**config.mk**
```make
export PLATFORM = sky130hd
export DESIGN_NAME = led_scan_drv
export DESIGN_NICKNAME = d
export VERILOG_FILES = /design/src/rtl/led_scan_drv.sv
export SDC_FILE = /design/constraint.sdc
export NUM_CORES = 1
export LEC_CHECK = 0
export ABC_AREA = 0
export ABC_CLOCK_PERIOD_IN_PS = 1900
export CAP_MARGIN = 30
export CORE_UTILIZATION = 50
export CTS_BUF_LIST = sky130_fd_sc_hd__clkbuf_4 sky130_fd_sc_hd__clkbuf_8
export CTS_CLUSTER_SIZE = 40
export DETAILED_ROUTE_END_ITERATION = 8
export GPL_ROUTABILITY_DRIVEN = 0
export PLACE_DENSITY = 0.77
export SYNTH_ARGS = -nofsm -noshare
export SYNTH_HDL_FRONTEND = slang
export SYNTH_SLANG_ARGS = --single-unit
```
**constraint.sdc**
```tcl
create_clock -name CK_i -period 1.9 [get_ports CK_i]
set_clock_uncertainty 0.1 [all_clocks]
set_input_delay 0.285 -clock CK_i [delete_from_list [all_inputs] [get_ports CK_i]]
set_output_delay 0.285 -clock CK_i [all_outputs]
set_load 0.02 [all_outputs]
```
**src/rtl/led_scan_drv.sv**
```systemverilog
// Multiplexed LED matrix driver: accumulates LED requests over a scan frame,
// then scans the snapshot row by row with inter-row blanking and global PWM.

module led_scan_col (
  input  logic CK_i,
  input  logic RST_i,
  input  logic drive,
  output logic xcol
);
  always_ff @(posedge CK_i) begin
    if (RST_i) xcol <= 1'b1;
    else       xcol <= ~drive;
  end
endmodule

module led_scan_drv #(
  parameter int C_ROW_N    = 3,
  parameter int C_COL_N    = 6,
  parameter int C_SCAN_DIV = 4096,
  parameter int C_BLANK_N  = 64,
  parameter int C_PWM_W    = 4
) (
  input  logic                       CK_i,
  input  logic                       RST_i,
  input  logic [C_ROW_N*C_COL_N-1:0] LEDs_ON_i,
  input  logic [C_PWM_W-1:0]         BRIGHT_i,
  output logic [C_ROW_N-1:0]         ROWs_o,
  output logic [C_COL_N-1:0]         XCOLs_o,
  output logic                       FRAME_o
);
  localparam int SLOT_W = (C_SCAN_DIV > 1) ? $clog2(C_SCAN_DIV) : 1;
  localparam int ROW_W  = (C_ROW_N > 1) ? $clog2(C_ROW_N) : 1;
  localparam logic [SLOT_W-1:0] SLOT_LAST = SLOT_W'(C_SCAN_DIV - 1);
  localparam logic [SLOT_W-1:0] BLANK_END = SLOT_W'(C_BLANK_N);
  localparam logic [ROW_W-1:0]  ROW_LAST  = ROW_W'(C_ROW_N - 1);

  logic [SLOT_W-1:0] slot_q;
  logic [ROW_W-1:0]  row_q;
  logic [C_ROW_N*C_COL_N-1:0]       acc_q;
  logic [C_ROW_N-1:0][C_COL_N-1:0] disp_q;

  logic slot_last, row_last, fe, act, pwm;
  logic [C_COL_N-1:0] disp_row;

  assign slot_last = (slot_q == SLOT_LAST);
  assign row_last  = (row_q == ROW_LAST);
  assign fe        = slot_last & row_last;
  assign act       = (slot_q >= BLANK_END);
  assign pwm       = (slot_q[C_PWM_W-1:0] <= BRIGHT_i);
  assign disp_row  = disp_q[row_q];

  always_ff @(posedge CK_i) begin
    if (RST_i) begin
      slot_q <= '0;
      row_q  <= '0;
    end else if (slot_last) begin
      slot_q <= '0;
      row_q  <= row_last ? '0 : row_q + 1'b1;
    end else begin
      slot_q <= slot_q + 1'b1;
    end
  end

  // The FE-cycle sample lands directly in the display buffer so that a
  // request coinciding with frame end is not lost or delayed a frame.
  always_ff @(posedge CK_i) begin
    if (RST_i) begin
      acc_q  <= '0;
      disp_q <= '0;
    end else if (fe) begin
      disp_q <= acc_q | LEDs_ON_i;
      acc_q  <= '0;
    end else begin
      acc_q  <= acc_q | LEDs_ON_i;
    end
  end

  always_ff @(posedge CK_i) begin
    if (RST_i) begin
      ROWs_o  <= '0;
      FRAME_o <= 1'b0;
    end else begin
      ROWs_o  <= act ? (C_ROW_N'(1) << row_q) : '0;
      FRAME_o <= fe;
    end
  end

  for (genvar c = 0; c < C_COL_N; c++) begin : g_col
    led_scan_col u_col (
      .CK_i  (CK_i),
      .RST_i (RST_i),
      .drive (act & pwm & disp_row[c]),
      .xcol  (XCOLs_o[c])
    );
  end
endmodule

```
# After elaboration in Yosys (flattened, before gate mapping)
# Cells that the tools add are included.
# word_totals
elab_cells,44
output_inout_bits,10
in_bits,24
reg_bits,60
# op_classes
reduce_logical,3
addsub,2
bitwise_logic,16
shift,1
muxes,3
order_cmp,3
eq_ne,2
# ops
cell,n
bitwise OR 18 bit,1
adder 12 x 1 -> 12 bit (second input constant),1
binary-select mux 6 bit (select 2 bit),1
equality test 12 bit (second input constant),1
greater-or-equal comparator 12 x 7 -> 1 bit (second input constant),1
bitwise AND 1 bit,8
inverter 1 bit,7
two-way mux 6 bit,1
OR reduction 2 bit,3
less-or-equal comparator 4 bit,1
< comparator 2 x 3 -> 1 bit (second input constant),1
<< shifter 1 x 2 -> 3 bit (first input constant),1
adder 2 x 1 -> 2 bit (second input constant),1
equality test 2 bit (second input constant),1
two-way mux 2 bit,1

# Longest topological paths before layout
# logic_depth
word_depth,4
ltp_mapped,7
depth_no_buf,6

# Modules after synthesis
# Synthesis repeated with hierarchy kept, for this count alone.
# hier_totals
cells_unflattened,230
hier_area_um2,2268.4
# by_module_without_submodules
module,instances,cells_per_inst,seq_area_each_um2,area_per_inst_um2
led_scan_drv,1,218,1081.0,2110.8
led_scan_col,6,2,20.0,26.3

# Worst setup path after synthesis
# No wires, ideal clock.
# synth_path
kind,register to register
start,register slot_q[0]
end,register disp_q[1] (netlist name)
period_less_slack_ns,1.922
setup_ns,0.118
arrival_ns,1.704
t_required_ns,1.682
slack_ns,-0.022
stages_incl_launch_ff,7
n_path_buf,1
path_cell_list,dfxtp_1 > ha_1 > nand3_1 > nor3_2 > a21oi_1 > buf_2 > o2bb2ai_2
# synth_via
elab_chain_len,2
# synth_rtl
element,line_no,source
start: declaration,37,logic [SLOT_W-1:0] slot_q;
start signal: assignment,60,slot_q <= slot_q + 1'b1;
equality test 12 bit,45,assign slot_last = (slot_q == SLOT_LAST);
bitwise AND 1 bit,47,assign fe = slot_last & row_last;
end signal: assignment,71,disp_q <= acc_q | LEDs_ON_i;
end: declaration,40,logic [C_ROW_N-1:0][C_COL_N-1:0] disp_q;
# Every way passes these cells.
# A chain may end at the register's enable or synchronous reset.

# Worst setup path in the final report
# layout_path
start,register slot_q[4]
end,register disp_q[11] (netlist name)
# The elaborated chain is that of the path after synthesis.

==> results.md <==
- Clock sinks: 60
- Main combinational cell family by area after synthesis: simple AND/OR/NAND/NOR gates
- Area Growth Syn to Fin: 26.1%
- Synth cell count leaders: dfxtp_1 (60), nor2_1 (58), nand2_1 (10), o2bb2ai_2 (9)
- H-tree Lvls: 3
- Initial core utilization: 53.0%
- Pin count of the biggest net entering global routing: 19
- Flops & latches, synth: 60
- Core Rows: 24
- First-pass GRT wire length: 7310 um
- # diodes: 0
- Critical Path Fanout Max: 18
- Reg2reg start: slot_q[4]
- Final setup viols: 0
- Xor/xnor cell area share of the yosys netlist: 3.35%
- Max-slew headroom: 69.6%
- Worst Setup Start Kind: flip-flop
- RR Endpoint: disp_q[11]
- Failing checks: DRC
- Antenna violations before repair: 0
- DP Area: 2780 um^2
- Mux cell area share after synthesis: 3.40%
- Post-Synth Adder-Cell Area: 3.19%
- Internal cell power: 0.00189 W
- # IOs: 34
- CP Data Arrival Time: 1.96 ns
- Setup Fix Bufs, Post-CTS: 0
- Reg clk slew, reported paths: 0.07 ns
- EDFF count, synth: 0
- Total track usage: 19.4%
- Comb power frac: 7.0%
- Synth Warn #: 0
- Synth unique cells: 36
- Crit end category: flip-flop
- Reg2Reg Setup Slack: 0.1 ns
- Detailed-route via count: 1,689
- Max Slew Vio Count: 0
- Total power draw: 0.00249 W
- Post-Syn Instances: 233
- Critical Path Start: slot_q[4]
- Die ar.: 4990 um^2
- Fin crit share: 94.9%
- Clock tree buffer depth: 2
- Vias per cell: 5.06
- Core Box Area: 4440 um^2
- RSZ-0062 raised after global routing: false
- Pre-antenna DRT Iters: 6
- CTS tree: built
- Clock group share of total power: 40.4%
- Max-cap viol count: 0
- Worst Path Required: 2.06 ns
- Count leader, synth: dfxtp_1
- CTS buffer count: 9
- Fin. Hold Viols: 0
- Syn Area/Cell: 10.1 um^2
- WL/cell: 12.7 um
- Post-synthesis sequential area ratio: 51.0%
- Worst slew pin tran: 0.455 ns
- Top post-synthesis cells by area: dfxtp_1 (51%), nor2_1 (9.3%), o2bb2ai_2 (5.7%), mux2i_1 (3.4%), ha_1 (3.2%)
- Sw Ratio: 24.1%
- Die X: 70.6 um
- Pwr dens: 839 nW/um^2
- Final core occ: 66.8%
- Worst R2R Path Depth: 4
- Simple-gate share of the synthesized area: 19.1%
- Net switching power: 0.000599 W
- Worst setup margin: 0.0977 ns
- Tightest Hold Check Type: flip-flop to flip-flop
- Worst setup path endpoint: disp_q[11]
- Minimum clock period: 1.80 ns
- Area of the mapped netlist: 2350 um^2
- CTS root buffer: clkbuf_8
- Peak Freq: 0.555 GHz
- # port buffers: 33
- Final wirelength: 4240 um
- Synthesized Nets: 263
- Final-stage net count: 307
- Synth top area share: 51.0%
- Reg power frac: 52.5%
- Setup CP Type: flip-flop to flip-flop
- Clock Latency Late Sink: 0.34 ns
- Synth Flop Type: dfxtp_1
- LEAKAGE: 1.18 nW
- Remaining antenna violation count: 0
- DRC viols: 6
- Grt total ovfl: 0
- Yosys top cell by area: dfxtp_1
- Starting DRT DRC Count: 101
- Pre-CTS WS: -0.00524 ns
- Layout cells sized above 1: 18.4%
- Status: complete, but fails checks
- Asr flop ratio synth: 0%
- Vias in the first global route: 1,642
- Compound-Gate Fraction of Synth Area: 14.1%
- Detailed placement HPWL: 2980 um
- Peak VDD IR: 0.601 mV
- Chip Height: 70.6 um
- Final Instance Area: 2970 um^2
state kept, by name, indices dropped and copies added, names as in the netlist:
| register | flops |
|---|---|
| FRAME_o | 1 |
| row_q | 2 |
| slot_q | 12 |
| g_col.u_col.xcol | 6 |
| ROWs_o | 3 |
| disp_q | 18 |
| acc_q | 18 |
per-layer routing:
layer / wire, um / GRT usage, % / part of all wire, %
met5: 0 / 0 / 0
met2: 1880 / 28.7 / 44
met3: 163 / 5.13 / 3.8
met4: 91 / 12.0 / 2.1
met1: 2110 / 25.4 / 50
power groups by stage:
stage                     logic [W]  clock network (W)  registers [W]
after floorplan           0.0000843                  0        0.00134
after global placement     0.000166                  0        0.00133
after detailed placement   0.000174                  0        0.00133
after CTS                  0.000176            0.00103        0.00131
after global routing       0.000196            0.00109        0.00131
final                      0.000175            0.00101        0.00131
layout by cell type, fill, tap and decap left out, drive strengths merged, types with 4 or more instances in the layout:
cell           Yosys  routed
dfxtp             60      60
nor2              58      58
clkdlybuf4s50      0      33
o2bb2ai           18      18
buf               11      17
nand2             10      10
clkbuf             6      10
mux2i              8       8
xor2               7       7
inv                6       7
nand3              6       6
a2bb2oi            6       6
ha                 6       6
nand4              5       5
nor2b              4       4
worst max-delay path, cell delays in order (launching register included):
cell and delay, ns:
dfxtp_1 0.40, and4_4 0.29, nand4_4 0.13, or4_4 0.60, o2bb2ai_1 0.20
final cells by class:
cell class              count  area (um^2)
clock buffers              10          138
multi-input cells         150         1030
repair buffers             50          465
flip-flops and latches     60         1200
inverters                   6         22.5
fillers                   342         1480
well taps                  52         65.1
clock inverters             6         38.8
timing repair:
item	in CTS	in global routing
setup endpoints to repair	0	18
resized for setup	0	3
hold buffers	0	0
cell families (layout without fill, tap and decap cells):
| kind of cell | count (synthesis) | count (layout) |
|---|---|---|
| AO/OA/AOI/OAI | 31 | 31 |
| XOR/XNOR | 9 | 9 |
| adder cells (fa/ha/maj) | 6 | 6 |
| buffers and inverters | 23 | 72 |
| flip-flops | 60 | 60 |
| multiplexers | 8 | 8 |
| AND/OR/NAND/NOR | 96 | 96 |
worst min-delay path by stage:
stage / to / cells after the start / startpoint / slack (ns)
after floorplan: acc_q[11] / 2 / LEDs_ON_i[11] / 0.32
after global placement: acc_q[2] / 2 / acc_q[2] / 0.34
after detailed placement: acc_q[12] / 2 / acc_q[12] / 0.34
after CTS: acc_q[17] / 2 / acc_q[17] / 0.37
after global routing: acc_q[17] / 2 / acc_q[17] / 0.38
final: acc_q[5] / 2 / acc_q[5] / 0.36
per-stage QoR:
stage / hold slack (ns) / cells / setup TNS [ns]
2_1_floorplan: 0.315 / 233 / 0
3_3_place_gp: 0.339 / 317 / -1.31
3_5_place_dp: 0.341 / 318 / -0.00973
4_1_cts: 0.367 / 334 / 0
5_1_grt: 0.377 / 334 / 0
6_report: 0.357 / 334 / 0
Note: power is estimated with default switching activity, not from simulation.
